$ cat src/rtl/cart_detect.sv
// Cartridge type detector: snoops the ROM download stream, collects opcode
// signatures and an SC-RAM hint, and resolves bs/sc once the download ends.
module cart_detect (
  input  logic        clk,
  input  logic        reset,
  input  logic        ioctl_download,
  input  logic        ioctl_wr,
  input  logic [24:0] ioctl_addr,
  input  logic [7:0]  ioctl_dout,
  input  logic [3:0]  ext_bs,
  input  logic [1:0]  sc_mode,
  output logic [3:0]  bs,
  output logic        sc,
  output logic [16:0] rom_size,
  output logic        valid
);
  typedef enum logic [1:0] {IDLE, LOAD, DECIDE, DONE} state_t;

  state_t          state_q, state_d;
  logic            dl_q, armed_q, armed_d;
  logic [4:0][7:0] win_q, win_d;
  logic [4:0]      wv_q, wv_d;
  logic            e0_q, e0_d, fe_q, fe_d, e7_q, e7_d, ua_q, ua_d;
  logic [1:0]      c3f_q, c3f_d;
  logic [7:0]      b0_q, b0_d;
  logic            b0_seen_q, b0_seen_d, sc_eq_q, sc_eq_d;
  logic [8:0]      sc_cnt_q, sc_cnt_d;
  logic [16:0]     size_q, size_d;
  logic [3:0]      bs_q, bs_d;
  logic            sc_q, sc_d, valid_q, valid_d;
  logic            rise, fall, wr, sc_auto, sc_size;

  // Low n bytes of pat (byte 0 = newest) against the window; empty slots never match.
  function automatic logic win_match(input logic [4:0][7:0] w, input logic [4:0] v,
                                     input logic [39:0] pat, input int n);
    logic ok;
    ok = 1'b1;
    for (int i = 0; i < 5; i++)
      if (i < n && !(v[i] && w[i] == pat[8*i +: 8])) ok = 1'b0;
    return ok;
  endfunction

  always_comb begin
    state_d   = state_q;
    armed_d   = armed_q | ~ioctl_download;
    win_d     = win_q;
    wv_d      = wv_q;
    e0_d      = e0_q;
    fe_d      = fe_q;
    e7_d      = e7_q;
    ua_d      = ua_q;
    c3f_d     = c3f_q;
    b0_d      = b0_q;
    b0_seen_d = b0_seen_q;
    sc_eq_d   = sc_eq_q;
    sc_cnt_d  = sc_cnt_q;
    size_d    = size_q;
    bs_d      = bs_q;
    sc_d      = sc_q;
    valid_d   = valid_q;
    // A download already high when reset drops must go low once before it counts.
    rise      = ioctl_download & ~dl_q & armed_q;
    fall      = ~ioctl_download & dl_q;
    wr        = (state_q == LOAD) & ioctl_wr;
    sc_auto   = b0_seen_q & sc_eq_q & sc_cnt_q[8];
    sc_size   = (size_q == 17'd8192) || (size_q == 17'd12288) || (size_q == 17'd16384);

    case (state_q)
      IDLE, DONE: if (rise) begin
        state_d   = LOAD;
        valid_d   = 1'b0;
        size_d    = '0;
        win_d     = '0;
        wv_d      = '0;
        e0_d      = 1'b0;
        fe_d      = 1'b0;
        e7_d      = 1'b0;
        ua_d      = 1'b0;
        c3f_d     = '0;
        b0_d      = '0;
        b0_seen_d = 1'b0;
        sc_eq_d   = 1'b1;
        sc_cnt_d  = '0;
      end
      LOAD: if (fall) state_d = DECIDE;
      DECIDE: begin
        state_d = DONE;
        valid_d = 1'b1;
        if (ext_bs != 4'd0)            bs_d = ext_bs;
        else if (size_q <= 17'd4096)   bs_d = 4'd0;
        else begin
          case (size_q)
            17'd8192:  bs_d = e0_q ? 4'd4 : c3f_q[1] ? 4'd5 : fe_q ? 4'd3 : ua_q ? 4'd11 : 4'd1;
            17'd10495: bs_d = 4'd7;
            17'd12288: bs_d = 4'd8;
            17'd16384: bs_d = e7_q ? 4'd12 : c3f_q[1] ? 4'd5 : 4'd2;
            17'd32768: bs_d = c3f_q[1] ? 4'd5 : 4'd6;
            default:   bs_d = c3f_q[1] ? 4'd5 : 4'd0;
          endcase
        end
        sc_d = (sc_mode == 2'd0) ? (sc_auto & sc_size) : sc_mode[1];
      end
      default: state_d = IDLE;
    endcase

    if (wr) begin
      size_d = (ioctl_addr >= 25'h0_FFFF) ? 17'h10000 : ioctl_addr[16:0] + 17'd1;
      if (ioctl_addr[24:15] == 10'd0) begin
        if (ioctl_addr == 25'd0) wv_d = '0;
        win_d = {win_d[3:0], ioctl_dout};
        wv_d  = {wv_d[3:0], 1'b1};
        if (win_match(win_d, wv_d, 40'h8DE01F, 3) || win_match(win_d, wv_d, 40'h8DE05F, 3) ||
            win_match(win_d, wv_d, 40'h8DE9FF, 3) || win_match(win_d, wv_d, 40'hADE01F, 3))
          e0_d = 1'b1;
        if (win_match(win_d, wv_d, 40'h853F, 2) && !c3f_q[1]) c3f_d = c3f_q + 2'd1;
        if (win_match(win_d, wv_d, 40'h2000D0C6C5, 5)) fe_d = 1'b1;
        if (win_match(win_d, wv_d, 40'hADE2FF, 3) || win_match(win_d, wv_d, 40'hADE5FF, 3))
          e7_d = 1'b1;
        if (win_match(win_d, wv_d, 40'h8D4002, 3) || win_match(win_d, wv_d, 40'hAD4002, 3))
          ua_d = 1'b1;
      end
      if (!sc_cnt_q[8]) sc_cnt_d = sc_cnt_q + 9'd1;
      if (ioctl_addr < 25'd256) begin
        if (ioctl_addr == 25'd0) begin
          b0_d      = ioctl_dout;
          b0_seen_d = 1'b1;
        end else if (!b0_seen_q || ioctl_dout != b0_q) begin
          sc_eq_d = 1'b0;
        end
      end
    end
  end

  always_ff @(posedge clk) begin
    if (reset) begin
      state_q   <= IDLE;
      dl_q      <= 1'b0;
      armed_q   <= 1'b0;
      win_q     <= '0;
      wv_q      <= '0;
      e0_q      <= 1'b0;
      fe_q      <= 1'b0;
      e7_q      <= 1'b0;
      ua_q      <= 1'b0;
      c3f_q     <= '0;
      b0_q      <= '0;
      b0_seen_q <= 1'b0;
      sc_eq_q   <= 1'b0;
      sc_cnt_q  <= '0;
      size_q    <= '0;
      bs_q      <= '0;
      sc_q      <= 1'b0;
      valid_q   <= 1'b0;
    end else begin
      state_q   <= state_d;
      dl_q      <= ioctl_download;
      armed_q   <= armed_d;
      win_q     <= win_d;
      wv_q      <= wv_d;
      e0_q      <= e0_d;
      fe_q      <= fe_d;
      e7_q      <= e7_d;
      ua_q      <= ua_d;
      c3f_q     <= c3f_d;
      b0_q      <= b0_d;
      b0_seen_q <= b0_seen_d;
      sc_eq_q   <= sc_eq_d;
      sc_cnt_q  <= sc_cnt_d;
      size_q    <= size_d;
      bs_q      <= bs_d;
      sc_q      <= sc_d;
      valid_q   <= valid_d;
    end
  end

  assign bs       = bs_q;
  assign sc       = sc_q;
  assign rom_size = size_q;
  assign valid    = valid_q;
endmodule

$ cat config.mk
export PLATFORM = sky130hd
export DESIGN_NAME = cart_detect
export DESIGN_NICKNAME = d
export VERILOG_FILES = /design/src/rtl/cart_detect.sv
export SDC_FILE = /design/constraint.sdc
export NUM_CORES = 1
export LEC_CHECK = 0
export CAP_MARGIN = 20
export CORE_MARGIN = 3
export CORE_UTILIZATION = 54
export DETAILED_ROUTE_END_ITERATION = 8
export PLACE_DENSITY = 0.84
export SLEW_MARGIN = 20
export SYNTH_ARGS = -nofsm -noshare
export SYNTH_HDL_FRONTEND = slang
export SYNTH_SLANG_ARGS = --single-unit
export TNS_END_PERCENT = 100
$ cat constraint.sdc
create_clock -name clk -period 2.2 [get_ports clk]
set_input_delay 0.33 -clock clk [delete_from_list [all_inputs] [get_ports clk]]
set_output_delay 0.33 -clock clk [all_outputs]
set_load 0.02 [all_outputs]
# ---- Yosys cells after proc, flatten, opt, wreduce, memory -nomap -nowiden
# Index checks and enable logic that the tools add are counted.
dict set report totals {
  out_inout_bits 23
  input_bits 43
  register_bits 97
  word_cells 224
}
dict set report classes {
  eq_ne 28
  mux 122
  addsub 3
  magnitude_cmp 3
  n_bitwise 10
  n_reduce_logical 36
}
# cell count
set op_table {}
lappend op_table {{$mux W40} 4}
lappend op_table {{$eq A8 B8 Y1 const B} 11}
lappend op_table {{$mux W1} 78}
lappend op_table {{$mux W17} 4}
lappend op_table {{$eq A17 B14 Y1 const B} 3}
lappend op_table {{$mux W4} 10}
lappend op_table {{$mux W8} 5}
lappend op_table {{$mux W9} 4}
lappend op_table {{$ge A25 B16 Y1 const B} 1}
lappend op_table {{$logic_not A25 Y1} 1}
lappend op_table {{$lt A25 B9 Y1 const B} 1}
lappend op_table {{$mux W5} 4}
lappend op_table {{$pmux W4 S5} 1}
lappend op_table {{$add A17 B1 Y17 const B} 1}
lappend op_table {{$eq A17 B15 Y1 const B} 1}
lappend op_table {{$eq A17 B16 Y1 const B} 1}
lappend op_table {{$le A17 B13 Y1 const B} 1}
lappend op_table {{$eq A8 B6 Y1 const B} 2}
lappend op_table {{$eq A8 B7 Y1 const B} 2}
lappend op_table {{$mux W2} 8}
lappend op_table {{$logic_and A1 B1 Y1} 13}
lappend op_table {{$logic_not A10 Y1} 1}
lappend op_table {{$add A9 B1 Y9 const B} 1}
lappend op_table {{$eq A8 B2 Y1 const B} 1}
lappend op_table {{other kinds (20)} 43}

# ---- Depth between registers and ports, before layout
dict set report depth {
  ltp_word 19
  mapped_depth 10
  mapped_depth_nobuf 7
}

# ---- Least setup slack after synthesis
# Ideal clock, no wire load.
dict set report synth_path {
  path_type {register to register}
  startpoint {register state_q[1]}
  endpoint {register b0_q[6]}
  path_stages_with_launch 11
  slack_ps 340
  required_ps 2133
  synth_period_minus_slack_ps 1860
  t_arrival_ps 1792
  setup_time_ps 67
  cell_sequence {dfxtp_1 > inv_1 > ha_1 > and2_1 > clkbuf_1 > and4_1 > clkbuf_1 > and4_1 > buf_6 > nand2_1 > a21oi_2}
}
dict set report synth_via {
  elab_chain_len 6
  elab_cells_between_ends 9
}
# item line
set synth_lines {}
lappend synth_lines {{from (decl)} 19} ;# state_t state_q, state_d;
lappend synth_lines {{from (signal assigned)} 155} ;# state_q <= state_d;
lappend synth_lines {{$eq A2 B2 Y1 or $logic_not A2 Y1 (tied branches)} 68} ;# case (state_q)
lappend synth_lines {{$reduce_or A2 Y1} 68}
lappend synth_lines {{$mux W8} 68}
lappend synth_lines {{$mux W8} 124} ;# if (ioctl_addr == 25'd0) begin
lappend synth_lines {{$mux W8} 123} ;# if (ioctl_addr < 25'd256) begin
lappend synth_lines {{$mux W8 *} 106} ;# if (wr) begin
lappend synth_lines {{to (signal assigned)} 146} ;# b0_q <= '0;
lappend synth_lines {{to (signal assigned)} 165} ;# b0_q <= b0_d;
lappend synth_lines {{to (decl)} 25} ;# logic [7:0] b0_q, b0_d;
# Mark *: on every way between the ends. The rest lies on a longest branch, timed or not.
# A chain may end at the register's enable or synchronous reset.

# ---- Worst setup path after layout
dict set report layout_path {
  startpoint {input ioctl_addr[3]}
  endpoint {register b0_q[2]}
}
dict set report layout_via {
  elab_chain_len 4
  elab_cells_between_ends 5
}
# item line
set layout_lines {}
lappend layout_lines {{from (decl)} 8} ;# input logic [24:0] ioctl_addr,
lappend layout_lines {{parallel branches: the longest is 2 deep, another holds $lt A25 B9 Y1} -}
lappend layout_lines {{$mux W8 *} 123}
lappend layout_lines {{$mux W8 *} 106}
# Mark *: on every way between the ends.

==> run_results.csv <==
group,metric,value,unit
floorplan,top_level_ports,66,
clock_network,cts_tree,"yes",
grt,grt_pass1_vias,4148,
critical_path,cp.required,2490,ps
clock_network,post_cts_buffers,0,
timing,clock.fmax,476.9,MHz
critical_path,r2r_cells,5,
synth,synth-async-reset-ratio,0,%
critical_path,cp_max_fo,8,
clock_network,clkLatencyLatePin,360,ps
clock_network,clockRootBuffer,"clkbuf_8",
grt,grt_antenna_before_repair,0,
synth,yosysTopAreaCellShare,40.52,%
power,pwr_density_cell,648.1,nW/µm²
power,peakVddDrop,372.4,µV
synth,synth.distinct_cells,56,
synth,yosysWarnings,0,
floorplan,core_area,7767,µm²
clock_network,numCtsBuffers,9,
timing,relSlewSlack,60.89,%
detailed_routing,wire_per_inst,16.47,µm
detailed_routing,avgViaCountPerCell,5.978,
min_path,hold_start,"win_q[29]$_SDFF_PP0_",
timing,min_period,2097,ps
grt,grt_pass1_wl,19.76,mm
synth,synth-seq-cells,88,
critical_path,arrival,2390,ps
detailed_routing,ant_nets,0,
synth,synth_top_area_cell,"dfxtp_1",
layout,n_antenna_cell,0,
layout,finalNetCount,683,
placement,hpwl,9.058,mm
floorplan,dieArea,9164,µm²
detailed_routing,drt-total-wl,12.21,mm
layout,layout_common_cells,"nand2_1 (97), dfxtp_1 (88), clkdlybuf4s50_1 (65), a21oi_1 (59), buf_4 (42)",
layout,final_util,71.54,%
timing,setup_slack,103.1,ps
grt,global_route.overflow_total,0,
clock_network,cts.clk_slew.worst_paths,90,ps
placement,dp_slack,-253.3,ps
layout,regArea,1762,µm²
grt,grt_max_degree,37,
timing,finClkSkew,11.28,ps
layout,drive_gt1_share,11.27,%
placement,place_area,5339,µm²
layout,syn_to_final_growth,27.80,%
synth,synth_nets,593,
min_path,hold_path_class,"flip-flop to flip-flop",
synth,synth_area_leaders,"dfxtp_1 (41%), nand2_1 (8.4%), a21oi_1 (6.8%), nand3_1 (3.7%), xor2_1 (3.2%)",
placement,io_buffers,65,
layout,final_common_cell,"nand2_1",
floorplan,die_h,95.73,µm
synth,postSynthAreaPerCell,7.993,µm²
floorplan,num_rows,32,
placement,gp_congestion,0.9244,
clock_network,htreeDepth,3,
outcome,outcome,"finished, final reports clean",
critical_path,end_kind,"flip-flop",
critical_path,cp-start-kind,"input pin",
synth,seq_area_frac_synth,40.52,%
critical_path,worst-setup-path-type,"input pin to flip-flop",
detailed_routing,drc,0,
detailed_routing,dr.pass1.iters,5,
synth,netlist_instances,544,
timing,tightest_slew,581.3,ps
layout,multi_input_area,2440,µm²
floorplan,die_w,95.73,µm
layout,nFillCells,586,
floorplan,start_util,55.98,%
synth,ys.flop_type,"dfxtp_1",
flow_run,cap_violations,0,
clock_network,clock-sinks,88,
timing,rsz0062_at_grt,"no",
critical_path,crit_start,"ioctl_addr[3]",
synth,syn_area,4348,µm²
min_path,holdPathStages,2,
critical_path,rr_startpoint,"rom_size[3]$_SDFFE_PP0P_",
synth,synth_edf_count,0,
timing,hold_viol_final,0,
grt,grtUsageTotal,27.10,%
layout,finish.instance_area,5557,µm²
detailed_routing,vias,4430,
power,p_leak,1.960,nW
timing,maxSlewViolCount,0,
timing,setup_viol,0,
timing,fin_crit_sh,95.31,%
clock_network,clock_path_buffers,2,
detailed_routing,dr.first_iter.drc_count,295,
## sequential cells by signal, summed over array words and instances (netlist names), 2 cells and up
register / cells
b0_q: 8
win_q: 32
c3f_q: 2
rom_size: 17
wv_q: 4
state_q: 2
bs: 4
sc_cnt_q: 9
## worst paths after layout
kind | end | slack (ps)
min | win_q[29]$_SDFF_PP0_ | 450
max reg2reg | bs[1]$_SDFFE_PP0P_ | 130
max | b0_q[2]$_SDFF_PP0_ | 100
min reg2reg | win_q[29]$_SDFF_PP0_ | 450
## cells by family after synthesis
| logic type | Yosys count | share of synthesized area [%] |
|---|---|---|
| AO/OA/AOI/OAI | 122 | 16.86 |
| XOR/XNOR | 22 | 4.432 |
| adder cells (fa/ha/maj) | 6 | 1.727 |
| buffers and inverters | 37 | 3.511 |
| flip-flops | 88 | 40.52 |
| AND/OR/NAND/NOR | 269 | 32.95 |
## worst max-delay path: stages
cell             delay (ps)
clkdlybuf4s50_1         420
or4_4                   550
nor4b_4                 380
and4_1                  430
nand2_1                 110
a21oi_1                 170
## what timing repair did
action                     4_1_cts  5_1_grt
resized for setup                0        1
hold buffers                     0        0
setup endpoints to repair        0        1
## power by group
group | total, W | switching [W] | internal (W)
sequential | 0.00170 | 0.0000439 | 0.00165
clock | 0.00116 | 0.000593 | 0.000570
combinational | 0.000742 | 0.000410 | 0.000332
total | 0.00360 | 0.00105 | 0.00255
## cell type report
class	instances	share of cell area [%]
Clock buffer	10	2.477
Clock inverter	6	1.329
Inverter	8	0.5404
Multi-Input combinational cell	419	43.91
Sequential cell	88	31.70
Tap cell	102	2.297
Timing Repair Buffer	108	17.74
## stage by stage
step                      hold WS [ps]  TNS [ps]  total power, W  cells
final                            453.0         0        0.003601    741
after global routing             478.6         0        0.003769    741
after CTS                        451.9         0        0.003618    741
after detailed placement         439.8     -3901        0.002470    725
after global placement           437.6     -2095        0.002449    725
after floorplan                  421.8         0        0.002138    544
## synth_stat cells, types with 3 or more instances
cell,n
nor2_1,37
and2_1,3
and3_1,8
or3_1,4
nand3b_1,6
nand4b_1,3
a21oi_2,3
nor2b_1,5
inv_1,8
a22o_1,3
nand3_1,32
nor4_1,12
o21ai_0,23
nand2b_1,7
buf_2,5
a22oi_1,3
dfxtp_1,88
nor3b_1,4
nor3_1,11
a21oi_1,59
xor2_1,16
or4_1,5
a31oi_1,8
a41oi_1,3
nand2_1,97
nor4b_1,4
xnor2_1,6
a211oi_1,5
clkbuf_1,21
nand4_1,11
and4_1,6
ha_1,6
## per-layer routing
layer / GRT usage (%) / routed length [µm] / up-vias
met4: 11.37 / 311 / 0
met2: 45.63 / 6148 / 170
met5: 0 / 0 / -
met3: 4.535 / 694 / 37
met1: 34.26 / 5051 / 2083
li1: - / - / 2140
(Power assumes the default switching activity.)
